--- src/rtl/fp_addsub_pipe.sv ---
// Four-stage IEEE-754 style add/sub with flush-to-zero, specials and exception flags.
// Define FP_ADDSUB_RNE_EN for round-to-nearest-even; otherwise results are truncated.
module fp_addsub_pipe #(
  parameter int EXP_W  = 8,
  parameter int MANT_W = 23
) (
  input  logic                  in_clk,
  input  logic                  in_rst,
  input  logic                  in_valid,
  output logic                  out_ready_in,
  input  logic [EXP_W+MANT_W:0] in_numA,
  input  logic [EXP_W+MANT_W:0] in_numB,
  input  logic                  in_ctrl_addsub,
  output logic                  out_valid,
  input  logic                  in_ready,
  output logic [EXP_W+MANT_W:0] out_data,
  output logic [3:0]            out_flags
);
  localparam int W   = 1 + EXP_W + MANT_W;
  localparam int M   = MANT_W + 4;            // hidden + fraction + G/R/S
  localparam int EW  = EXP_W + 2;
  localparam int SHW = $clog2(M + 1);
  localparam logic [EXP_W-1:0] EMAX = '1;
  localparam logic [W-1:0] QNAN = {1'b0, EMAX, 1'b1, {(MANT_W-1){1'b0}}};

  logic       en;
  logic [4:1] vld_q;

  assign en           = in_ready | ~vld_q[4];
  assign out_ready_in = en;
  assign out_valid    = vld_q[4];

  // S1: unpack, classify, order by magnitude
  logic              sa, sb, za, zb, a_nan, b_nan, a_inf, b_inf, swap;
  logic [EXP_W-1:0]  ea, eb;
  logic [MANT_W-1:0] fa, fb;
  logic              s1_spec_d, s1_inv_d, s1_sign_d, s1_zsign_d, s1_sub_d;
  logic [W-1:0]      s1_sdata_d;
  logic [EXP_W-1:0]  s1_exp_d, s1_diff_d;
  logic [MANT_W:0]   s1_ml_d, s1_ms_d;

  logic              s1_spec_q, s1_inv_q, s1_sign_q, s1_zsign_q, s1_sub_q;
  logic [W-1:0]      s1_sdata_q;
  logic [EXP_W-1:0]  s1_exp_q, s1_diff_q;
  logic [MANT_W:0]   s1_ml_q, s1_ms_q;

  always_comb begin
    sa    = in_numA[W-1];
    ea    = in_numA[MANT_W +: EXP_W];
    za    = (ea == '0);
    fa    = za ? '0 : in_numA[MANT_W-1:0];
    sb    = in_numB[W-1] ^ in_ctrl_addsub;
    eb    = in_numB[MANT_W +: EXP_W];
    zb    = (eb == '0);
    fb    = zb ? '0 : in_numB[MANT_W-1:0];
    a_nan = (ea == EMAX) && (fa != '0);
    a_inf = (ea == EMAX) && (fa == '0);
    b_nan = (eb == EMAX) && (fb != '0);
    b_inf = (eb == EMAX) && (fb == '0);
    swap  = {eb, fb} > {ea, fa};

    s1_sign_d  = swap ? sb : sa;
    s1_exp_d   = swap ? eb : ea;
    s1_diff_d  = swap ? eb - ea : ea - eb;
    s1_ml_d    = swap ? {~zb, fb} : {~za, fa};
    s1_ms_d    = swap ? {~za, fa} : {~zb, fb};
    s1_sub_d   = sa ^ sb;
    s1_zsign_d = sa & sb;
    s1_spec_d  = a_nan | b_nan | a_inf | b_inf;
    s1_inv_d   = a_nan | b_nan | (a_inf & b_inf & (sa ^ sb));
    s1_sdata_d = QNAN;
    if (!s1_inv_d)
      s1_sdata_d = a_inf ? {sa, EMAX, {MANT_W{1'b0}}} : {sb, EMAX, {MANT_W{1'b0}}};
  end

  // S2: align smaller operand with sticky collection, then magnitude add/sub
  logic [M-1:0]   s2_ext, s2_shf, s2_mask, s2_al;
  logic [SHW-1:0] s2_sh;
  logic [M:0]     s2_sum_d;

  logic             s2_spec_q, s2_inv_q, s2_sign_q, s2_zsign_q;
  logic [W-1:0]     s2_sdata_q;
  logic [EXP_W-1:0] s2_exp_q;
  logic [M:0]       s2_sum_q;

  always_comb begin
    s2_ext   = {s1_ms_q, 3'b000};
    s2_sh    = (32'(s1_diff_q) >= 32'(M)) ? SHW'(M) : SHW'(s1_diff_q);
    s2_shf   = s2_ext >> s2_sh;
    s2_mask  = (M'(1) << s2_sh) - M'(1);
    s2_al    = {s2_shf[M-1:1], s2_shf[0] | (|(s2_ext & s2_mask))};
    s2_sum_d = s1_sub_q ? {1'b0, s1_ml_q, 3'b000} - {1'b0, s2_al}
                        : {1'b0, s1_ml_q, 3'b000} + {1'b0, s2_al};
  end

  // S3: leading-zero count and normalise; the hidden bit is dropped here
  logic [SHW-1:0] s3_lz;
  logic           s3_zero_d, s3_uf_d;
  logic [EW-1:0]  s3_exp_d;
  logic [M-2:0]   s3_norm_d;

  logic             s3_spec_q, s3_inv_q, s3_sign_q, s3_zsign_q, s3_zero_q, s3_uf_q;
  logic [W-1:0]     s3_sdata_q;
  logic [EW-1:0]    s3_exp_q;
  logic [M-2:0]     s3_norm_q;

  always_comb begin
    s3_lz = SHW'(M);
    for (int i = 0; i < M; i++)
      if (s2_sum_q[i]) s3_lz = SHW'(M - 1 - i);
    s3_zero_d = (s2_sum_q == '0);
    if (s2_sum_q[M]) begin
      s3_norm_d = {s2_sum_q[M-1:2], |s2_sum_q[1:0]};
      s3_exp_d  = EW'(s2_exp_q) + EW'(1);
      s3_uf_d   = 1'b0;
    end else begin
      s3_norm_d = s2_sum_q[M-2:0] << s3_lz;
      s3_exp_d  = EW'(s2_exp_q) - EW'(s3_lz);
      s3_uf_d   = !s3_zero_d && (EW'(s2_exp_q) <= EW'(s3_lz));
    end
  end

  // S4: round, detect overflow, pack
  logic              s4_ix, s4_inc;
  logic [MANT_W:0]   s4_frac_r;
  logic [EW-1:0]     s4_exp;
  logic [W-1:0]      out_data_d;
  logic [3:0]        out_flags_d;
  logic [W-1:0]      out_data_q;
  logic [3:0]        out_flags_q;

  always_comb begin
    s4_ix = |s3_norm_q[2:0];
`ifdef FP_ADDSUB_RNE_EN
    s4_inc    = s3_norm_q[2] & (s3_norm_q[1] | s3_norm_q[0] | s3_norm_q[3]);
    s4_frac_r = {1'b0, s3_norm_q[M-2:3]} + {{MANT_W{1'b0}}, s4_inc};
`else
    s4_inc    = 1'b0;
    s4_frac_r = {s4_inc, s3_norm_q[M-2:3]};
`endif
    // a fraction carry leaves the field all-zero, which is the renormalised value
    s4_exp = s3_exp_q + {{(EW-1){1'b0}}, s4_frac_r[MANT_W]};

    out_data_d  = {s3_sign_q, s4_exp[EXP_W-1:0], s4_frac_r[MANT_W-1:0]};
    out_flags_d = {3'b000, s4_ix};
    if (s3_spec_q) begin
      out_data_d  = s3_sdata_q;
      out_flags_d = {s3_inv_q, 3'b000};
    end else if (s3_zero_q) begin
      out_data_d  = {s3_zsign_q, {(W-1){1'b0}}};
      out_flags_d = 4'b0000;
    end else if (s3_uf_q) begin
      out_data_d  = {s3_sign_q, {(W-1){1'b0}}};
      out_flags_d = 4'b0011;
    end else if (s4_exp >= EW'(EMAX)) begin
      out_data_d  = {s3_sign_q, EMAX, {MANT_W{1'b0}}};
      out_flags_d = 4'b0101;
    end
  end

  assign out_data  = out_data_q;
  assign out_flags = out_flags_q;

  always_ff @(posedge in_clk or posedge in_rst) begin
    if (in_rst) begin
      vld_q       <= '0;
      s1_spec_q   <= 1'b0; s1_inv_q <= 1'b0; s1_sign_q <= 1'b0;
      s1_zsign_q  <= 1'b0; s1_sub_q <= 1'b0; s1_sdata_q <= '0;
      s1_exp_q    <= '0;   s1_diff_q <= '0;  s1_ml_q <= '0; s1_ms_q <= '0;
      s2_spec_q   <= 1'b0; s2_inv_q <= 1'b0; s2_sign_q <= 1'b0;
      s2_zsign_q  <= 1'b0; s2_sdata_q <= '0; s2_exp_q <= '0; s2_sum_q <= '0;
      s3_spec_q   <= 1'b0; s3_inv_q <= 1'b0; s3_sign_q <= 1'b0;
      s3_zsign_q  <= 1'b0; s3_zero_q <= 1'b0; s3_uf_q <= 1'b0;
      s3_sdata_q  <= '0;   s3_exp_q <= '0;  s3_norm_q <= '0;
      out_data_q  <= '0;
      out_flags_q <= '0;
    end else if (en) begin
      vld_q       <= {vld_q[3:1], in_valid};
      s1_spec_q   <= s1_spec_d;  s1_inv_q <= s1_inv_d;  s1_sign_q <= s1_sign_d;
      s1_zsign_q  <= s1_zsign_d; s1_sub_q <= s1_sub_d;  s1_sdata_q <= s1_sdata_d;
      s1_exp_q    <= s1_exp_d;   s1_diff_q <= s1_diff_d;
      s1_ml_q     <= s1_ml_d;    s1_ms_q <= s1_ms_d;
      s2_spec_q   <= s1_spec_q;  s2_inv_q <= s1_inv_q;  s2_sign_q <= s1_sign_q;
      s2_zsign_q  <= s1_zsign_q; s2_sdata_q <= s1_sdata_q;
      s2_exp_q    <= s1_exp_q;   s2_sum_q <= s2_sum_d;
      s3_spec_q   <= s2_spec_q;  s3_inv_q <= s2_inv_q;  s3_sign_q <= s2_sign_q;
      s3_zsign_q  <= s2_zsign_q; s3_zero_q <= s3_zero_d; s3_uf_q <= s3_uf_d;
      s3_sdata_q  <= s2_sdata_q; s3_exp_q <= s3_exp_d;  s3_norm_q <= s3_norm_d;
      out_data_q  <= out_data_d;
      out_flags_q <= out_flags_d;
    end
  end

endmodule

--- config.mk ---
export PLATFORM = sky130hd
export DESIGN_NAME = fp_addsub_pipe
export DESIGN_NICKNAME = d
export VERILOG_FILES = /design/src/rtl/fp_addsub_pipe.sv
export SDC_FILE = /design/constraint.sdc
export NUM_CORES = 1
export LEC_CHECK = 0
export CAP_MARGIN = 5
export CELL_PAD_IN_SITES_DETAIL_PLACEMENT = 0
export CELL_PAD_IN_SITES_GLOBAL_PLACEMENT = 1
export CORE_MARGIN = 1
export CORE_UTILIZATION = 49
export CTS_CLUSTER_DIAMETER = 120
export CTS_CLUSTER_SIZE = 25
export DETAILED_ROUTE_END_ITERATION = 8
export PLACE_DENSITY = 0.84
export SYNTH_ARGS = -nofsm -noshare
export SYNTH_HDL_FRONTEND = slang
export SYNTH_SLANG_ARGS = --single-unit
--- constraint.sdc ---
create_clock -name in_clk -period 10.3 [get_ports in_clk]
set_clock_uncertainty 0.15 [all_clocks]
set_input_delay 1.545 -clock in_clk [delete_from_list [all_inputs] [get_ports in_clk]]
set_output_delay 1.545 -clock in_clk [all_outputs]
set_load 0.1 [all_outputs]
## Yosys cells after proc, flatten, opt, wreduce, memory -nomap -nowiden

Index checks and enable logic that the tools add are counted.

- Register bits after elaboration: 287
- Output and inout port bits: 38
- Input port bits: 69

- Magnitude comparators: 4
- Add/subtract/negate cells: 7
- Eq/ne operators: 2
- Mux-type cells: 49
- Reductions and logical operators: 16
- Shift operators: 3
- Bitwise logic cells: 15

Operators by type and width:

| kind | count |
|---|---|
| $mux 5 | 27 |
| $mux 32 | 4 |
| $mux 31 | 2 |
| $mux 24 | 2 |
| $logic_not 23->1 | 2 |
| $mux 23 | 2 |
| $reduce_bool 23->1 | 2 |
| $gt 31x31->1 | 1 |
| $add 27x27->28 | 1 |
| $logic_not 28->1 | 1 |
| $mux 28 | 1 |
| $sub 27x27->28 | 1 |
| $and 27x27->27 | 1 |
| $reduce_or 27->1 | 1 |
| $shl 1x5->27 const A | 1 |
| $shr 27x5->27 | 1 |
| $sub 27x2->27 const B | 1 |
| $mux 26 | 1 |
| $shl 26x5->26 | 1 |
| $eq 8x8->1 const B | 2 |
| $logic_not 8->1 | 2 |
| $mux 8 | 2 |
| $sub 8x8->8 | 2 |
| $ge 10x8->1 const B | 1 |
| other kinds (16) | 34 |

## Depth between registers and ports, before layout

- Depth after elaboration: 30
- Mapped depth: 27
- Mapped depth without buffers: 24

## Least setup slack after synthesis

No wires, ideal clock.

- Path type: flip-flop to flip-flop
- Start: register s1_diff_q[5]
- End: register s2_sum_q[26]
- Path slack: 4871 ps
- Data arrival time: 5149 ps
- Data required time: 10019 ps
- Stages on the path, launching flop included: 28
- Cell sequence: dfrtp_1 buf_6 or3_1 buf_2 buf_2 nor3_1 clkbuf_1 clkbuf_1 nand2_1 nand3_1 o21ai_0 o21ai_0 o22ai_1 and2_1 ha_1 clkbuf_1 o21ai_0 o21ai_0 a2111o_1 nand4_1 and3_1 nor4b_1 a221oi_1 a211oi_1 a21oi_1 o21ai_0 xor2_1 o211ai_1

- Word-level cells in the longest chain between the ends: 9
- Elaborated cells on any way between the ends: 11

Ends and longest elaborated chain:

| element | RTL line | text |
|---|---|---|
| start: declaration | 44 | `logic [EXP_W-1:0] s1_exp_q, s1_diff_q;` |
| start signal: assignment | 181 | `s1_exp_q <= s1_exp_d; s1_diff_q <= s1_diff_d;` |
| $ge 8x5->1 * | 88 | `s2_sh = (32'(s1_diff_q) >= 32'(M)) ? SHW'(M) : SHW'(s1_diff_q);` |
| $mux 5 * | 88 |  |
| $shl 1x5->27 | 90 | `s2_mask = (M'(1) << s2_sh) - M'(1);` |
| $sub 27x2->27 | 90 |  |
| $and 27x27->27 | 91 | `s2_al = {s2_shf[M-1:1], s2_shf[0] \| (\|(s2_ext & s2_mask))};` |
| $reduce_or 27->1 | 91 |  |
| $or 1x1->1 | 91 |  |
| $add 27x27->28 or $sub 27x27->28 (tied branches) | 93, 92 |  |
| $mux 28 * | 92 | `s2_sum_d = s1_sub_q ? {1'b0, s1_ml_q, 3'b000} - {1'b0, s2_al}` |
| end signal: assignment | 185 | `s2_exp_q <= s1_exp_q; s2_sum_q <= s2_sum_d;` |
| end: declaration | 84 | `logic [M:0] s2_sum_q;` |

Mark *: on every way between the ends. The rest lies on a longest branch, timed or not.
A chain may end at the register's enable or synchronous reset.

## Final worst setup path

- Start: register s1_diff_q[5]
- End: register s2_sum_q[25]

The elaborated chain is that of the path after synthesis.

==> qor.yml <==
cts_resized: 0
critical_path_class: "reg -> reg"
finalSetupViolCount: 0
rows: 66
clock_latency_ns: 0.45
hold_buffers: 0
grt_overflow: 0
critPathLaunch: "s1_diff_q[5]"
async_flop_share_pct: 100
cts_setup_buffers: 0
die_x_um: 184
die_area_um2: 34000
drv_cap: 0
drc: 0
drt-total-wl_um: 53200
crit_slowest_cell: "nand3_1"
cts_htree_levels: 4
cts_buffers: 17
antenna_found_initial: 0
worst-path-max-fanout: 20
ys_dominant_reg_cell: "dfrtp_1"
port_buffers: 106
critPathRequiredTime_ns: 10.46
end_kind: "flip-flop"
leakagePower_uw: 0.00800
worstReg2RegStart: "s1_diff_q[5]"
clk_pin_slew_ns: 0.08
coreArea_um2: 32600
hp-start: "s1_sdata_q[30]"
cp_num_buf_inv: 0
yosys-top-cells-area: "dfrtp_1, ha_1, nand2_1, a21oi_1, nor2_1"
ioPinCount: 107
fin_util_pct: 55.7
finalHoldViolations: 0
cts_root_buffer: "clkbuf_16"
grt_max_degree: 233
clock.fmax_ghz: 0.147
synth.largest_area_cell: "dfrtp_1"
ys_ff_latch: 197
max_stage_delay_ns: 0.89
min_period_ns: 6.78
rsz0062_at_grt: "no"
gp_congestion: 0.967
critical-path-top-delay-family: "compound AO/OA/AOI/OAI gates"
tightest_slew_ns: 1.11
vias: 15800
grt_pass1_vias: 14800
cpMostUsedCell: "o21ai_0"
p_per_area_nw_per_um2: 313
drive_gt1_share_pct: 4.55
yosys.cell_count.top_type: "nand2_1"
num_antenna_cells: 0
dr.first_iter.drc_count: 1443
dr.pass1.iters: 6
netlist_area_um2: 16300
avgViaCountPerCell: 6.14
synth_edf_count: 0
antenna_left: 0
clk_path_buf_depth: 2
min_path_type: "reg -> reg"
yosysTopAreaCellShare_pct: 30.2
dp_hpwl_um: 39700
synth_top_cells_by_count: "nand2_1, nor2_1, a21oi_1, dfrtp_1, o21ai_0"
tns_ns: 0
startpoint_type: "flip-flop"
cts_tree: "built"
status: "finished, final reports clean"
path_cells: "nor3_4 -> nand3_1 -> nand2_1 -> nand2_1 -> o21ai_0 -> o21ai_0 -> nor2_1 -> a211oi_1 -> a21o_1 -> ha_1 -> fa_1 -> a21o_1 -> nand4_1 -> nand3_1 -> a31oi_1 -> a2111oi_0 -> o41a_1 -> a2111o_1 -> a21oi_1 -> o21ai_0 -> o31ai_2 -> xnor2_1 -> o21ai_1"
cp.arrival_ns: 6.94
die_h_um: 184
grt_pass1_wl_um: 83500
syn_inst: 2128
period_share_pct: 65.9
syn_area_per_cell_um2: 7.67
synth_fp_nets: 2296
area_growth_pct: 11.4
slew_violations: 0
initial_core_util_pct: 50.0
max-vdd-ir-drop_mv: 0.246
fin_nets: 2285
wl_per_cell_um: 20.7
ys_types: 83
cts_sinks: 197
slew_headroom_pct: 26.3
ys_seq_area_share_pct: 30.2
grt_usage_pct: 31.7
ys.warnings.count: 0
registers in the layout, summed over array words and instances (netlist names), 3 cells and up:
signal	count
out_data	32
s2_sum_q	28
s3_norm_q	26
s1_ml_q	24
s1_ms_q	24
s3_exp_q	10
s1_diff_q	8
s1_exp_q	8
s2_exp_q	8
out_flags	4
vld_q	4
s1_sdata_q	3
s2_sdata_q	3
s3_sdata_q	3
where the power goes:
part | switching (uW) | internal (uW)
clock | 340 | 375
sequential | 412 | 1110
combinational | 2240 | 1220
layout make-up:
class	instances	area (um2)
fill	3094	14500
multi-input combinational	1680	10500
sequential	197	4930
timing repair buffer	129	1250
tap	442	553
clock buffer	17	425
inverter	92	355
clock inverter	15	208
final timing paths:
| path | to | cells after the start | slack [ns] |
|---|---|---|---|
| min | s2_sdata_q[30] | 2 | 0.32 |
| min reg2reg | s2_sdata_q[30] | 2 | 0.32 |
| max reg2reg | s2_sum_q[25] | 23 | 3.52 |
| min in group asynchronous | vld_q[2] | 2 | 1.47 |
| max in group asynchronous | s3_norm_q[19] | 3 | 6.89 |
| max | s2_sum_q[25] | 23 | 3.52 |
placed cells by master, fill, tap and decap left out, drive strengths merged, types with 23 or more instances in the layout:
| cell type | instances |
|---|---|
| nand2 | 291 |
| nor2 | 252 |
| a21oi | 207 |
| dfrtp | 197 |
| o21ai | 172 |
| clkdlybuf4s50 | 106 |
| inv | 96 |
| ha | 95 |
| mux2i | 64 |
| nand3 | 38 |
| nor3 | 36 |
| and2 | 35 |
| nand4 | 31 |
| a22o | 29 |
| xnor2 | 28 |
| a21o | 26 |
| nand2b | 26 |
| a31oi | 25 |
| a211oi | 23 |
| buf | 23 |
metrics by stage:
stage	worst slack, ns	cell area, um2	hold slack [ns]	power [uW]	std cells
floorplan	3.24	16300	0.280	4000	2128
global placement	3.22	17500	0.296	4900	2540
detailed placement	3.24	17500	0.304	4940	2540
CTS	3.72	18200	0.321	5670	2572
global route	3.12	18200	0.340	6060	2572
finish	3.52	18200	0.317	5690	2572
cells by family (layout without fill, tap and decap cells):
logic type                 Yosys count  count (layout)  synth area share, %
and+or+nand+nor                    801             801                 22.1
AOI/OAI and AO/OA                  656             656                 25.7
buffers and inverters              251             253                 5.94
DFF                                197             197                 30.2
adders and majority gates           99              99                 7.78
muxes                               83              83                 6.02
xor gates and xnor gates            41              41                 2.20
worst min-delay path, delay by kind of cell, from the launching register on:
kind | cells | cell delay [ns]
flops | 1 | 0.34
simple gates | 2 | 0.10
per-layer routing:
| layer | global-route usage (%) | wire [um] | vias to the layer above |
|---|---|---|---|
| met5 | 0 | 0 | - |
| met2 | 50.5 | 24300 | 609 |
| met4 | 9.17 | 1350 | 0 |
| met3 | 5.32 | 3370 | 95 |
| met1 | 43.9 | 24100 | 7514 |
| li1 | - | - | 7585 |
(Power assumes the default switching activity.)
